## src/rtl/decimal_entry.sv

```systemverilog
// Operator entry path: debounced inc/wr buttons edit a BCD value one digit at a time,
// and a commit converts it to binary and offers it on a valid/ready handshake.

module decimal_entry_db #(
  parameter int DB_CYCLES = 16
) (
  input  logic clk,
  input  logic rst_n,
  input  logic i_raw,
  output logic o_pulse
);

  localparam int CW = $clog2(DB_CYCLES) + 1;

  logic          r_s1;
  logic          r_s2;
  logic          r_db;
  logic          r_db_q;
  logic [CW-1:0] r_cnt;

  // The counter only advances while the synchronized level disagrees with the debounced one,
  // so any return to the old level restarts the stability window.
  always_ff @(posedge clk or negedge rst_n) begin
    if (!rst_n) begin
      r_s1   <= 1'b0;
      r_s2   <= 1'b0;
      r_db   <= 1'b0;
      r_db_q <= 1'b0;
      r_cnt  <= '0;
    end else begin
      r_s1   <= i_raw;
      r_s2   <= r_s1;
      r_db_q <= r_db;
      if (r_s2 == r_db) begin
        r_cnt <= '0;
      end else if (r_cnt == CW'(DB_CYCLES - 1)) begin
        r_db  <= ~r_db;
        r_cnt <= '0;
      end else begin
        r_cnt <= r_cnt + 1'b1;
      end
    end
  end

  assign o_pulse = r_db & ~r_db_q;

endmodule

module decimal_entry #(
  parameter int DIGITS    = 4,
  parameter int DB_CYCLES = 16,
  parameter int WIDTH     = 32
) (
  input  logic             clk,
  input  logic             reset,
  input  logic [1:0]       sel,
  input  logic             inc,
  input  logic             wr,
  output logic [3:0]       digit_out,
  output logic [WIDTH-1:0] bin_data,
  output logic             bin_valid,
  input  logic             bin_ready
);

  // One extra index bit: the conversion is finished once the index wraps below zero.
  localparam int IW = $clog2(DIGITS) + 1;

  typedef enum logic [1:0] {
    S_IDLE    = 2'd0,
    S_CONVERT = 2'd1,
    S_VALID   = 2'd2
  } state_t;

  state_t           r_state;
  state_t           w_state_nxt;
  logic             w_inc_p;
  logic             w_wr_p;
  logic [1:0]       w_didx;
  logic             w_conv_done;
  logic [3:0]       r_dig  [DIGITS];
  logic [3:0]       r_snap [DIGITS];
  logic [WIDTH-1:0] r_acc;
  logic [WIDTH-1:0] r_bin;
  logic [IW-1:0]    r_idx;

  function automatic logic [3:0] f_bcd_inc(input logic [3:0] d);
    return (d >= 4'd9) ? 4'd0 : d + 4'd1;
  endfunction

  function automatic logic [WIDTH-1:0] f_mac10(input logic [WIDTH-1:0] a, input logic [3:0] d);
    return (a << 3) + (a << 1) + WIDTH'(d);
  endfunction

  decimal_entry_db #(.DB_CYCLES(DB_CYCLES)) u_db_inc (
    .clk     (clk),
    .rst_n   (reset),
    .i_raw   (inc),
    .o_pulse (w_inc_p)
  );

  decimal_entry_db #(.DB_CYCLES(DB_CYCLES)) u_db_wr (
    .clk     (clk),
    .rst_n   (reset),
    .i_raw   (wr),
    .o_pulse (w_wr_p)
  );

  // sel 00 addresses the most significant digit, 11 the ones digit.
  assign w_didx      = 2'(DIGITS - 1) - sel;
  assign w_conv_done = r_idx[IW-1];
  assign digit_out   = r_dig[w_didx];
  assign bin_data    = r_bin;

  always_ff @(posedge clk or negedge reset) begin
    if (!reset) begin
      for (int i = 0; i < DIGITS; i++) r_dig[i] <= 4'd0;
    end else if (w_inc_p) begin
      r_dig[w_didx] <= f_bcd_inc(r_dig[w_didx]);
    end
  end

  always_ff @(posedge clk or negedge reset) begin
    if (!reset) begin
      r_state <= S_IDLE;
    end else begin
      r_state <= w_state_nxt;
    end
  end

  always_comb begin
    w_state_nxt = r_state;
    case (r_state)
      S_IDLE:    if (w_wr_p)      w_state_nxt = S_CONVERT;
      S_CONVERT: if (w_conv_done) w_state_nxt = S_VALID;
      S_VALID:   if (bin_ready)   w_state_nxt = S_IDLE;
      default:                    w_state_nxt = S_IDLE;
    endcase
  end

  always_comb begin
    bin_valid = 1'b0;
    if (r_state == S_VALID) bin_valid = 1'b1;
  end

  // The snapshot isolates the conversion from live edits made while it runs.
  always_ff @(posedge clk or negedge reset) begin
    if (!reset) begin
      for (int i = 0; i < DIGITS; i++) r_snap[i] <= 4'd0;
      r_acc <= '0;
      r_idx <= '0;
      r_bin <= '0;
    end else begin
      case (r_state)
        S_IDLE: begin
          if (w_wr_p) begin
            for (int i = 0; i < DIGITS; i++) r_snap[i] <= r_dig[i];
            r_acc <= '0;
            r_idx <= IW'(DIGITS - 1);
          end
        end
        S_CONVERT: begin
          if (!w_conv_done) begin
            r_acc <= f_mac10(r_acc, r_snap[r_idx[IW-2:0]]);
            r_idx <= r_idx - 1'b1;
          end else begin
            r_bin <= r_acc;
          end
        end
        default: ;
      endcase
    end
  end

endmodule

```

## config.mk

```make
export PLATFORM = sky130hd
export DESIGN_NAME = decimal_entry
export DESIGN_NICKNAME = d
export VERILOG_FILES = /design/src/rtl/decimal_entry.sv
export SDC_FILE = /design/constraint.sdc
export NUM_CORES = 1
export LEC_CHECK = 0
export ABC_AREA = 1
export CAP_MARGIN = 40
export CELL_PAD_IN_SITES_DETAIL_PLACEMENT = 0
export CELL_PAD_IN_SITES_GLOBAL_PLACEMENT = 1
export CORE_AREA = 2 2 126 128
export CTS_BUF_LIST = sky130_fd_sc_hd__clkbuf_8
export CTS_CLUSTER_DIAMETER = 60
export CTS_CLUSTER_SIZE = 12
export DETAILED_ROUTE_END_ITERATION = 7
export DIE_AREA = 0 0 128 130
export DONT_BUFFER_PORTS = 1
export PLACE_DENSITY_LB_ADDON = 0.1
export SLEW_MARGIN = 20
export SYNTH_ARGS = -nofsm -noshare
export SYNTH_HDL_FRONTEND = slang
export SYNTH_SLANG_ARGS = --single-unit
export TNS_END_PERCENT = 30
```

## constraint.sdc

```tcl
create_clock -name clk -period 3.4 [get_ports clk]
set_clock_uncertainty 0.1 [all_clocks]
set_input_delay 0.51 -clock clk [delete_from_list [all_inputs] [get_ports clk]]
set_output_delay 0.51 -clock clk [all_outputs]
set_load 0.05 [all_outputs]
```

After elaboration in Yosys (flattened, before gate mapping)
Index checks and enable logic that the tools add are counted.
Widths: inputs -> output; s select.
{"block": "word_totals", "register_bits": 119, "in_bits": 7, "out_inout_bits": 37, "word_cells": 89}
{"block": "classes", "n_addsub": 7, "magnitude_cmp": 4, "n_eq_ne": 10, "muxes": 25, "bitwise_logic": 10, "reduce_logical": 10}
{"op": "$mux 32", "count": 2}
{"op": "$pmux 32 s2", "count": 1}
{"op": "$add 32x32->32", "count": 1}
{"op": "$add 32x4->32", "count": 1}
{"op": "$mux 4", "count": 6}
{"op": "$mux 5", "count": 4}
{"op": "$bmux 4 s2", "count": 2}
{"op": "$bwmux 16", "count": 1}
{"op": "$add 5x1->5 const B", "count": 2}
{"op": "$eq 5x4->1 const B", "count": 2}
{"op": "$reduce_and 2->1", "count": 5}
{"op": "$demux 4 s2", "count": 1}
{"op": "$ge 3x3->1 const B", "count": 2}
{"op": "$mux 2", "count": 3}
{"op": "$mux 3", "count": 2}
{"op": "$ne 2x2->1 const B", "count": 3}
{"op": "$not 1->1", "count": 6}
{"op": "$not 2->3", "count": 2}
{"op": "$pmux 2 s3", "count": 1}
{"op": "$pmux 3 s2", "count": 1}
{"op": "$reduce_and 3->1", "count": 2}
{"op": "$add 4x1->4 const B", "count": 1}
{"op": "$ge 4x4->1 const B", "count": 1}
{"op": "$lt 3x1->1 const B", "count": 1}
{"op": "other kinds (11)", "count": 13}

Depth between registers and ports, before layout
Gate-level depths: netlist (run 1).
{"block": "depth", "ltp_word": 8, "depth_mapped": 17, "mapped_depth_nobuf": 17}

By module
A second synthesis (run 1) with hierarchy kept.
{"block": "hier_totals", "hier_cells": 991, "area_unflattened_um2": 7358.3}
{"module": "decimal_entry", "n_inst": 1, "cells_each": 915, "area_per_inst_um2": 6647.6, "seq_area_each_um2": 2527.4}
{"module": "decimal_entry_db", "n_inst": 2, "cells_each": 38, "area_per_inst_um2": 355.3, "seq_area_each_um2": 225.2}

Worst setup path after synthesis (run 1)
OpenSTA, ideal clock, no wires.
{"block": "synth_timing", "path_type": "flip-flop to flip-flop", "from": "register r_idx[0]", "to": "register r_acc[18]", "setup_ps": 126, "arrival_ps": 2500, "required_ps": 3174, "setup_slack_ps": 674, "stages_incl_launch_ff": 16, "n_path_buf": 1, "synth_period_minus_slack_ps": 2726, "path_cell_list": "dfrtp_1 clkbuf_1 nand2_1 a32o_1 fa_1 fa_1 inv_1 nand3_1 nand3_1 nand2_1 nand2_1 nand3_1 nand2_1 nand2_1 nand2_1 o21ai_0"}
{"block": "synth_via", "elab_chain_cells": 7}
{"element": "from (decl)", "line_no": "84", "rtl": "logic [IW-1:0] r_idx;"}
{"element": "from (signal assigned)", "line_no": "158", "rtl": "r_idx <= IW'(DIGITS - 1);"}
{"element": "from (signal assigned)", "line_no": "164", "rtl": "r_idx <= r_idx - 1'b1;"}
{"element": "$not 2->3 (implied by the code)", "line_no": "163", "rtl": "r_acc <= f_mac10(r_acc, r_snap[r_idx[IW-2:0]]);"}
{"element": "$bmux 4 s2", "line_no": "163"}
{"element": "$mux 4 (implied by the code) (2 in series)", "line_no": "163"}
{"element": "$add 32x4->32", "line_no": "91", "rtl": "return (a << 3) + (a << 1) + WIDTH'(d);"}
{"element": "$mux 32", "line_no": "162", "rtl": "if (!w_conv_done) begin"}
{"element": "$pmux 32 s2", "line_no": "153", "rtl": "case (r_state)"}
{"element": "to (signal assigned)", "line_no": "163"}
{"element": "to (decl)", "line_no": "82", "rtl": "logic [WIDTH-1:0] r_acc;"}
No other way between the ends. The select of a mux whose other input is x is not followed.
A chain may end at the register's enable or synchronous reset.

Worst setup path in the final report (run 1)
{"block": "layout_timing", "from": "register r_idx[0]", "to": "register r_acc[26]"}
The elaborated chain is that of the path after synthesis.

==> results of run 1 <==
-- state kept, by name, summed over array words and instances (netlist names) --
name and flops:
r_acc 32, u_db_wr.r_s1 1, u_db_inc.r_cnt 5, u_db_wr.r_cnt 5, r_snap 16, r_state 2
u_db_inc.r_s1 1, u_db_inc.r_db_q 1, u_db_wr.r_db 1, bin_data 32, u_db_inc.r_db 1, u_db_wr.r_db_q 1
r_dig 16, u_db_inc.r_s2 1, r_idx 3, u_db_wr.r_s2 1
-- cells in the mapped netlist, types with 2 or more instances --
cell type	number	area, um^2
nand2_1	323	1210
clkbuf_1	8	30.0
or2_2	2	12.5
o21ai_2	3	26.3
and3_1	2	12.5
o21ai_1	6	30.0
fa_1	2	40.0
nor2_1	65	244
ha_1	64	801
buf_2	7	35.0
dfrtp_1	119	2980
nor2_4	2	22.5
inv_1	151	567
nor3_1	6	30.0
xnor2_1	2	17.5
a22oi_1	2	15.0
o21ai_0	68	340
inv_2	4	15.0
nand3_1	46	230
xor2_1	4	35.0
o22ai_1	9	56.3
a21oi_1	37	185
and2_1	5	31.3
mux2_2	13	146
nand2_2	4	25.0
o21bai_1	3	22.5
nand4_1	5	31.3
-- cell type report --
| cell class | count | area share (%) |
|---|---|---|
| multi-input combinational | 683 | 46.1 |
| sequential | 119 | 37.1 |
| inverter | 156 | 7.35 |
| clock buffer | 18 | 3.09 |
| tap | 192 | 2.99 |
| clock inverter | 14 | 2.01 |
| timing repair buffer | 9 | 1.34 |
-- repair_timing --
item,4_1_cts,5_1_grt
hold endpoints to repair,121,0
gates resized for setup,0,2
setup endpoints to repair,0,10
hold buffers,4,0
-- worst register-to-register path, stage by stage, from the launching register on --
cell	delay, ns
dfrtp_2	0.47
clkinvlp_4	0.20
o21ai_0	0.19
o22ai_1	0.11
ha_1	0.29
ha_1	0.21
inv_1	0.07
fa_1	0.38
inv_1	0.14
nand3_1	0.09
nand3_1	0.17
nand2_1	0.08
nand2_1	0.13
nand2_1	0.10
nand3_1	0.09
nand2_1	0.05
nand3_1	0.08
nand2_1	0.05
-- final timing paths --
| check | from | endpoint | cells past startpoint |
|---|---|---|---|
| min reg2reg | u_db_wr.r_s1 | u_db_wr.r_s2 | 0 |
| min | bin_ready | r_state[1] | 1 |
| min in group asynchronous | reset | u_db_inc.r_cnt[0] | 2 |
| max in group asynchronous | reset | r_idx[0] | 2 |
| max reg2reg | r_idx[0] | r_acc[26] | 17 |
| max | r_idx[0] | r_acc[26] | 17 |
-- cells by family after synthesis --
kind of cell | Yosys count | share of synthesized area [%]
xor gates and xnor gates | 6 | 0.717
AOI/OAI and AO/OA | 133 | 10.1
muxes | 13 | 2.00
DFF | 119 | 40.7
and+or+nand+nor | 465 | 26.2
adders and majority gates | 66 | 11.5
buffers and inverters | 171 | 8.88
-- report_power, final --
| part | switching, mW | total [mW] | internal (mW) | leakage (nW) |
|---|---|---|---|---|
| Sequential | 0.0291 | 1.47 | 1.45 | 1.63 |
| Combinational | 0.164 | 0.246 | 0.0822 | 2.72 |
| Clock | 0.676 | 1.37 | 0.689 | 0.203 |
-- metrics by stage --
stage / hold slack, ns / total power [mW] / utilization, % / area [um^2] / worst slack (ns)
5_1_grt: 0.0392 / 3.23 / 52.0 / 8020 / 0.0405
3_3_place_gp: 0.117 / 1.71 / 48.8 / 7530 / 0.339
2_1_floorplan: 0.114 / 1.66 / - / 7320 / 0.674
4_1_cts: 0.0138 / 3.12 / 52.0 / 8020 / 0.209
6_report: 0.0436 / 3.09 / 52.0 / 8020 / 0.316
3_5_place_dp: 0.117 / 1.71 / 48.9 / 7550 / 0.202
-- layer usage --
| metal | routed length (um) | share of wire [%] | global-route usage (%) |
|---|---|---|---|
| met3 | 512 | 2.8 | 4.55 |
| met4 | 448 | 2.5 | 8.99 |
| met2 | 8570 | 47 | 40.0 |
| met5 | 0 | 0 | 0 |
| met1 | 8730 | 48 | 31.0 |
==> out/qor.txt, run 1 <==
Cell with the most instances on the worst path - nand2_1
Warning count from the yosys run - 0
Via count of the first global-routing pass - 5,980
Critical Path Slowest Stage Cell - dfrtp_2
Setup slack of the most critical reg-to-reg path - 0.32 ns
Vertical extent of the die - 130 um
CP cell instances - clkinvlp_4 -> o21ai_0 -> o22ai_1 -> ha_1 -> ha_1 -> inv_1 -> fa_1 -> inv_1 -> nand3_1 -> nand3_1 -> nand2_1 -> nand2_1 -> nand2_1 -> nand3_1 -> nand2_1 -> nand3_1 -> nand2_1
Worst path required time - 3.66 ns
Max-capacitance violation count - 0
Critical path start-end classification - reg -> reg
Combined area of all synthesized cells - 7320 um^2
Total of endpoints with negative setup slack in the final report - 0
Layout cell share with drive strength beyond 1 - 7.51%
Number of hold-slack violations in the final timing report - 0
Timing-limited maximum frequency - 0.324 GHz
Number of enable flip-flop cells after synthesis - 0
Clock transition at the registers of the reported paths - 0.08 ns
Worst IR drop on VDD - 245 uV
Filler cell count - 1,506
Maximum buffer depth of the clock tree - 2
Std cell rows - 46
Largest driver fanout on the critical path - 11
H-tree levels - 4
Crit end category - flip-flop
GRT Overall Usage - 23.9%
Core Box Area - 15,400 um^2
Number of post-CTS setup repair buffers - 0
Setup repair after global routing missed its margin - false
Routed wire per std cell - 15.3 um
Routed via count - 5,949
Leading cell types in the layout, fill and taps excluded - nand2_1 (323), inv_1 (151), dfrtp_1 (118)
Signal arrival time at the worst endpoint - 3.34 ns
Die width - 128 um
Multi-input gate area - 3700 um^2
Final Non-Filler Cells - 1,191
Total number of clock tree sinks - 119
Detailed router's first-iteration violation count - 254
Initial core utilization - 47.5%
HPWL reported at the end of detailed placement - 13.7 mm
Class of the tightest hold or removal check - in -> reg
Relative slew margins - 40.7%
Share of the cycle needed by the critical path after routing - 90.7%
CTS tree - done
Die outline area - 16,600 um^2
Count of distinct cell types in the synthesized netlist - 38
Antenna violations before repair - 0
Maximum number of pins on one net before global-route repair - 120
Root Driver - clkbuf_8
Status - complete, no violations
Pwr dens - 385 nW/um^2
Number of buffers inserted during clock tree synthesis - 17
CP Launch Type - flip-flop
Post-synthesis average cell area - 7.53 um^2
Overall overflow remaining after global route - 0
TNS Setup - 0 ns
Antenna Diode Count - 0
Cell count after placement - 1,155
Kind of cell with the highest combined delay on the critical path - adder cells
Detailed-route DRC error count - 0
Buffer and inverter count on the worst path - 3
Number of nets produced by synthesis - 1,046
Number of routed nets with antenna violations - 0
Count of input and output buffers - 0
Total iterations of the first detailed-routing run - 5
Prevailing post-synth register cell - dfrtp_1
Number of flip-flops and latches in the synthesized netlist - 119
Commonest non-fill, non-tap cell in the layout - nand2_1
Sequential element share of the synthesized area - 40.7%
Layout overhead on the synthesized area - 9.51%
Final Critical Period - 3.08 ns
Leakage power of the design - 4.55 nW
Net total in the final layout - 1,059
Post-synth ARST share - 100%
Number of slew-limit violations in the final report - 0
Global-route wire length before repair - 30.5 mm
Last weighted congestion value of the routability-driven placer - 0.843
Clock insertion delay at the later pin of the skew report - 0.46 ns
Total wire length - 18.3 mm
Register cell area after layout - 2980 um^2
Peak per-stage delay on the critical path - 0.47 ns
Via density per instance - 4.99
Top-Level Pins - 44
Syn Inst Count - 973
Least-Margin Pin Slew - 0.886 ns
Power figures use the tool's default switching activity.
==> run 2, diff against run 1 <==
--- a/config.mk
+++ b/config.mk
@@ -9,12 +9,12 @@
 export CAP_MARGIN = 40
 export CELL_PAD_IN_SITES_DETAIL_PLACEMENT = 0
 export CELL_PAD_IN_SITES_GLOBAL_PLACEMENT = 1
-export CORE_AREA = 2 2 126 128
+export CORE_AREA = 2 2 150 108
 export CTS_BUF_LIST = sky130_fd_sc_hd__clkbuf_8
 export CTS_CLUSTER_DIAMETER = 60
 export CTS_CLUSTER_SIZE = 12
 export DETAILED_ROUTE_END_ITERATION = 7
-export DIE_AREA = 0 0 128 130
+export DIE_AREA = 0 0 152 110
 export DONT_BUFFER_PORTS = 1
 export PLACE_DENSITY_LB_ADDON = 0.1
 export SLEW_MARGIN = 20
==> run 2 against run 1 <==
- combinational power rose by 6%
- worst hold slack improved by 0.016 ns
- worst setup slack improved by 0.043 ns
- total power fell by 3.2%
- critical path type unchanged
- critical endpoint is now r_acc[22]
- largest cell class unchanged
==> out/qor.txt, run 2 (synthesized netlist as in run 1, its figures left out) <==
Max-capacitance violation count - 0
Die outline area - 16,700 um^2
Endpoint of the most critical setup path - r_acc[22]
DP Area - 7570 um^2
Crit Reg-Reg Startpoint - r_idx[0]
Core Box Area - 15,300 um^2
Net total in the final layout - 1,059
Worst IR drop on VDD - 236 uV
H-tree levels - 4
Routed wire per std cell - 15.7 um
Layout overhead on the synthesized area - 9.24%
Layout cell share with drive strength beyond 1 - 7.11%
Top-Level Pins - 44
Number of routed nets with antenna violations - 0
Hold Path Depth - 1
Number of buffers inserted during clock tree synthesis - 17
Total of endpoints with negative setup slack in the final report - 0
Count of input and output buffers - 0
Finished layout cell area - 8000 um^2
Initial core utilization - 48.0%
Worst setup path startpoint - r_idx[0]
Largest driver fanout on the critical path - 7
Vertical extent of the die - 110 um
Crit end category - flip-flop
Filler cell count - 1,504
Status - complete, no violations
Total iterations of the first detailed-routing run - 6
Leakage power of the design - 4.54 nW
Die width - 152 um
Final Critical Period - 3.04 ns
TNS Setup - 0 ns
Number of post-CTS setup repair buffers - 0
Detailed-route DRC error count - 0
Class of the tightest hold or removal check - in -> reg
Number of slew-limit violations in the final report - 0
Maximum buffer depth of the clock tree - 2
Leading cell types in the layout, fill and taps excluded - nand2_1 (323), inv_1 (154), dfrtp_1 (119)
Share of the cycle needed by the critical path after routing - 89.5%
Detailed router's first-iteration violation count - 470
Endpoint of the most critical register-to-register path - r_acc[22]
Pwr dens - 373 nW/um^2
Total number of clock tree sinks - 119
Setup repair after global routing missed its margin - false
Root Driver - clkbuf_8
Least-Margin Pin Slew - 0.870 ns
Worst setup slack after layout - 0.359 ns
Total wire length - 18.8 mm
CTS tree - done
Relative slew margins - 41.8%
Via count of the first global-routing pass - 5,669
Setup slack of the most critical reg-to-reg path - 0.36 ns
Timing-limited maximum frequency - 0.329 GHz
Worst hold margin - 0.0594 ns
Via density per instance - 4.99
Critical path start-end classification - reg -> reg
Antenna violations before repair - 0
Std cell rows - 38
Power after layout - 2.99 mW
Routed via count - 5,978
Signal arrival time at the worst endpoint - 3.26 ns
Worst path required time - 3.62 ns
CP Launch Type - flip-flop
Clock transition at the registers of the reported paths - 0.08 ns
Global-route wire length before repair - 30.8 mm
DP Worst Slack - 0.388 ns
GRT Overall Usage - 23.9%
HPWL reported at the end of detailed placement - 14.1 mm
Commonest non-fill, non-tap cell in the layout - nand2_1
Count of cells along the worst register-to-register path - 17
Last weighted congestion value of the routability-driven placer - 0.836
Antenna Diode Count - 0
Clock insertion delay at the later pin of the skew report - 0.44 ns
Maximum number of pins on one net before global-route repair - 120
Number of hold-slack violations in the final timing report - 0
Overall overflow remaining after global route - 0
[run 2: stage by stage]
stage	utilization, %	cells
final	52.4	1199
after global routing	52.4	1199
after CTS	52.4	1199
after detailed placement	49.6	1163
after global placement	49.4	1162
after floorplan	-	973
[run 2: worst max-delay path: stages (launching register included)]
cell and delay (ns):
dfrtp_1 0.44, buf_4 0.18, o21ai_0 0.21, o22ai_1 0.11
ha_1 0.28, ha_1 0.21, inv_1 0.07, fa_1 0.36
inv_1 0.12, nand3_1 0.08, nand3_1 0.16, nand2_1 0.08
nand3_1 0.17, nand2_1 0.10, nand2_1 0.07, nand2_1 0.04
nand3_1 0.07, o21ai_1 0.06
[run 2: layout make-up]
type	count	area [um^2]	area share, %
clock buffers	17	234	2.92
clock inverters	15	139	1.74
inverters	156	589	7.37
multi-input cells	683	3700	46.2
flip-flops and latches	119	2980	37.2
well taps	200	250	3.13
repair buffers	9	115	1.44
[run 2: timing repair]
item	CTS	global route
hold endpoints to repair	121	0
endpoints found under the setup margin	0	1
resized for setup	0	1
hold buffers	4	0
[run 2: worst min-delay path by stage]
stage	from	to	slack (ns)
2_1_floorplan	reset	bin_data[0]	0.11
3_3_place_gp	reset	r_dig[15]	0.12
3_5_place_dp	reset	r_dig[3]	0.12
4_1_cts	bin_ready	r_state[1]	0.04
5_1_grt	bin_ready	r_state[1]	0.05
6_report	bin_ready	r_state[1]	0.06
[run 2: where the power goes]
group | leakage, nW | total [mW] | internal [mW] | switching [mW]
Combinational | 2.72 | 0.260 | 0.0861 | 0.174
Clock | 0.192 | 1.26 | 0.640 | 0.616
Sequential | 1.63 | 1.47 | 1.45 | 0.0262
Total | 4.54 | 2.99 | 2.17 | 0.815
[run 2: routing by layer]
layer / vias up / GRT usage [%] / share of wire [%]
met5: - / 0 / 0
met4: 0 / 6.14 / 1.2
met3: 17 / 5.75 / 5.3
met2: 121 / 31.9 / 37
met1: 2726 / 37.9 / 57
li1: 3114 / - / -
==> run 3, diff against run 2 <==
--- a/config.mk
+++ b/config.mk
@@ -16,6 +16,7 @@
 export DETAILED_ROUTE_END_ITERATION = 7
 export DIE_AREA = 0 0 152 110
 export DONT_BUFFER_PORTS = 1
+export GPL_TIMING_DRIVEN = 0
 export PLACE_DENSITY_LB_ADDON = 0.1
 export SLEW_MARGIN = 20
 export SYNTH_ARGS = -nofsm -noshare
==> run 3 against run 2 <==
- combinational power about the same
- die area unchanged
- non-clock buffer count increased by 11
- worst hold slack got worse by 0.028 ns
- worst setup slack worse by 0.11 ns
- register-to-register slack worse by 0.11 ns
- core utilization increased by 0.54 points
- first-iteration DRC count down 21%
- global-route usage barely moved
- cell count grew 0.92%
- highest routed layer unchanged
==> out/qor.txt, run 3 (synthesized netlist as in run 1, its figures left out) <==
Routed wire per std cell - 15.5 um
Initial core utilization - 48.0%
Pwr dens - 388 nW/um^2
Filler cell count - 1,517
HPWL reported at the end of detailed placement - 14.4 mm
Max-capacitance violation count - 0
Layout cell share with drive strength beyond 1 - 8.02%
Worst setup slack after layout - 0.247 ns
Share of the cycle needed by the critical path after routing - 92.7%
Antenna violations before repair - 0
Count of input and output buffers - 0
Via density per instance - 5.00
Number of buffers inserted during clock tree synthesis - 17
Last weighted congestion value of the routability-driven placer - 0.853
Setup repair after global routing missed its margin - false
Leakage power of the design - 4.59 nW
Top-Level Pins - 44
Commonest non-fill, non-tap cell in the layout - nand2_1
Worst IR drop on VDD - 280 uV
Clock transition at the registers of the reported paths - 0.08 ns
Worst setup path startpoint - r_idx[0]
Detailed router's first-iteration violation count - 371
Maximum buffer depth of the clock tree - 2
Die width - 152 um
DP Worst Slack - 0.0509 ns
CTS tree - done
Crit end category - flip-flop
Via count of the first global-routing pass - 5,715
Number of slew-limit violations in the final report - 0
Layout overhead on the synthesized area - 10.4%
Routed via count - 6,051
Total wire length - 18.8 mm
Register cell area after layout - 2980 um^2
Die outline area - 16,700 um^2
TNS Setup - 0 ns
Class of the tightest hold or removal check - in -> reg
Final Critical Period - 3.15 ns
Detailed-route DRC error count - 0
CP Launch Type - flip-flop
Timing-limited maximum frequency - 0.317 GHz
Number of hold-slack violations in the final timing report - 0
Number of routed nets with antenna violations - 0
Antenna Diode Count - 0
Critical path start-end classification - reg -> reg
Origin of the worst min-delay path - bin_ready
Relative slew margins - 49.9%
Number of post-CTS setup repair buffers - 0
Total of endpoints with negative setup slack in the final report - 0
Multi-input gate area - 3710 um^2
GRT Overall Usage - 23.9%
Root Driver - clkbuf_8
Std cell rows - 38
Overall overflow remaining after global route - 0
Net total in the final layout - 1,070
H-tree levels - 4
Least-Margin Pin Slew - 0.749 ns
Signal arrival time at the worst endpoint - 3.41 ns
Status - complete, no violations
Global-route wire length before repair - 30.8 mm
Maximum number of pins on one net before global-route repair - 120
Power after layout - 3.13 mW
Vertical extent of the die - 110 um
Total number of clock tree sinks - 119
Leading cell types in the layout, fill and taps excluded - nand2_1 (323), inv_1 (151), dfrtp_1 (119)
Worst path required time - 3.65 ns
Crit Reg-Reg Startpoint - r_idx[0]
Largest driver fanout on the critical path - 10
Clock insertion delay at the later pin of the skew report - 0.47 ns
Core Box Area - 15,300 um^2
Total iterations of the first detailed-routing run - 5
==> run 3: layout make-up <==
class	count	share of cell area [%]
inverter	156	7.29
clock inverter	15	2.35
buffer	15	0.820
sequential	119	36.8
clock buffer	17	2.89
multi-input combinational	683	45.9
tap	200	3.10
timing repair buffer	5	0.805
==> run 3: path summary, 6_finish.rpt <==
path,endpoint,slack (ns),cells after the start
min,r_state[1],0.03,1
max,r_acc[26],0.25,15
min in group asynchronous,r_dig[15],0.55,2
max in group asynchronous,r_acc[11],2.16,2
max reg2reg,r_acc[26],0.25,15
min reg2reg,u_db_inc.r_s2,0.25,0
==> run 3: power breakdown <==
part / total [mW] / leakage, nW / switching [mW] / internal (mW)
Combinational: 0.261 / 2.75 / 0.178 / 0.0829
Sequential: 1.47 / 1.63 / 0.0242 / 1.45
Clock: 1.40 / 0.206 / 0.664 / 0.740
Total: 3.13 / 4.59 / 0.866 / 2.27
==> run 3: per-stage QoR <==
step           area [um^2]  util, %  cells  hold slack (ns)
3_3_place_gp          7570     49.6   1173            0.117
5_1_grt               8080     53.0   1210           0.0276
6_report              8080     53.0   1210           0.0313
4_1_cts               8060     52.8   1210           0.0160
3_5_place_dp          7580     49.7   1174            0.117
2_1_floorplan         7320        -    973            0.114
==> run 3: critical path, cell delays in order, from the launching register on <==
cell and delay [ns]:
dfrtp_1 0.39, buf_2 0.23, nand2_1 0.08, a32o_1 0.28
fa_1 0.49, fa_1 0.43, inv_1 0.13, nand3_1 0.11
nand3_2 0.14, nand2_1 0.07, nand2_1 0.14, nand2_1 0.15
nand3_1 0.11, nand2_1 0.05, nand3_1 0.09, nand2_1 0.05
==> run 3: routing by layer <==
| layer | vias to the layer above | global-route usage (%) | share of wire, % |
|---|---|---|---|
| met3 | 18 | 5.04 | 5.3 |
| li1 | 3133 | - | - |
| met2 | 123 | 33.4 | 38 |
| met5 | - | 0 | 0 |
| met1 | 2777 | 37.2 | 56 |
| met4 | 0 | 6.01 | 0.81 |
==> run 3: what timing repair did <==
item,4_1_cts,5_1_grt
endpoints found under the hold margin,121,0
gates resized for setup,0,7
endpoints found under the setup margin,0,15
hold buffers,4,0
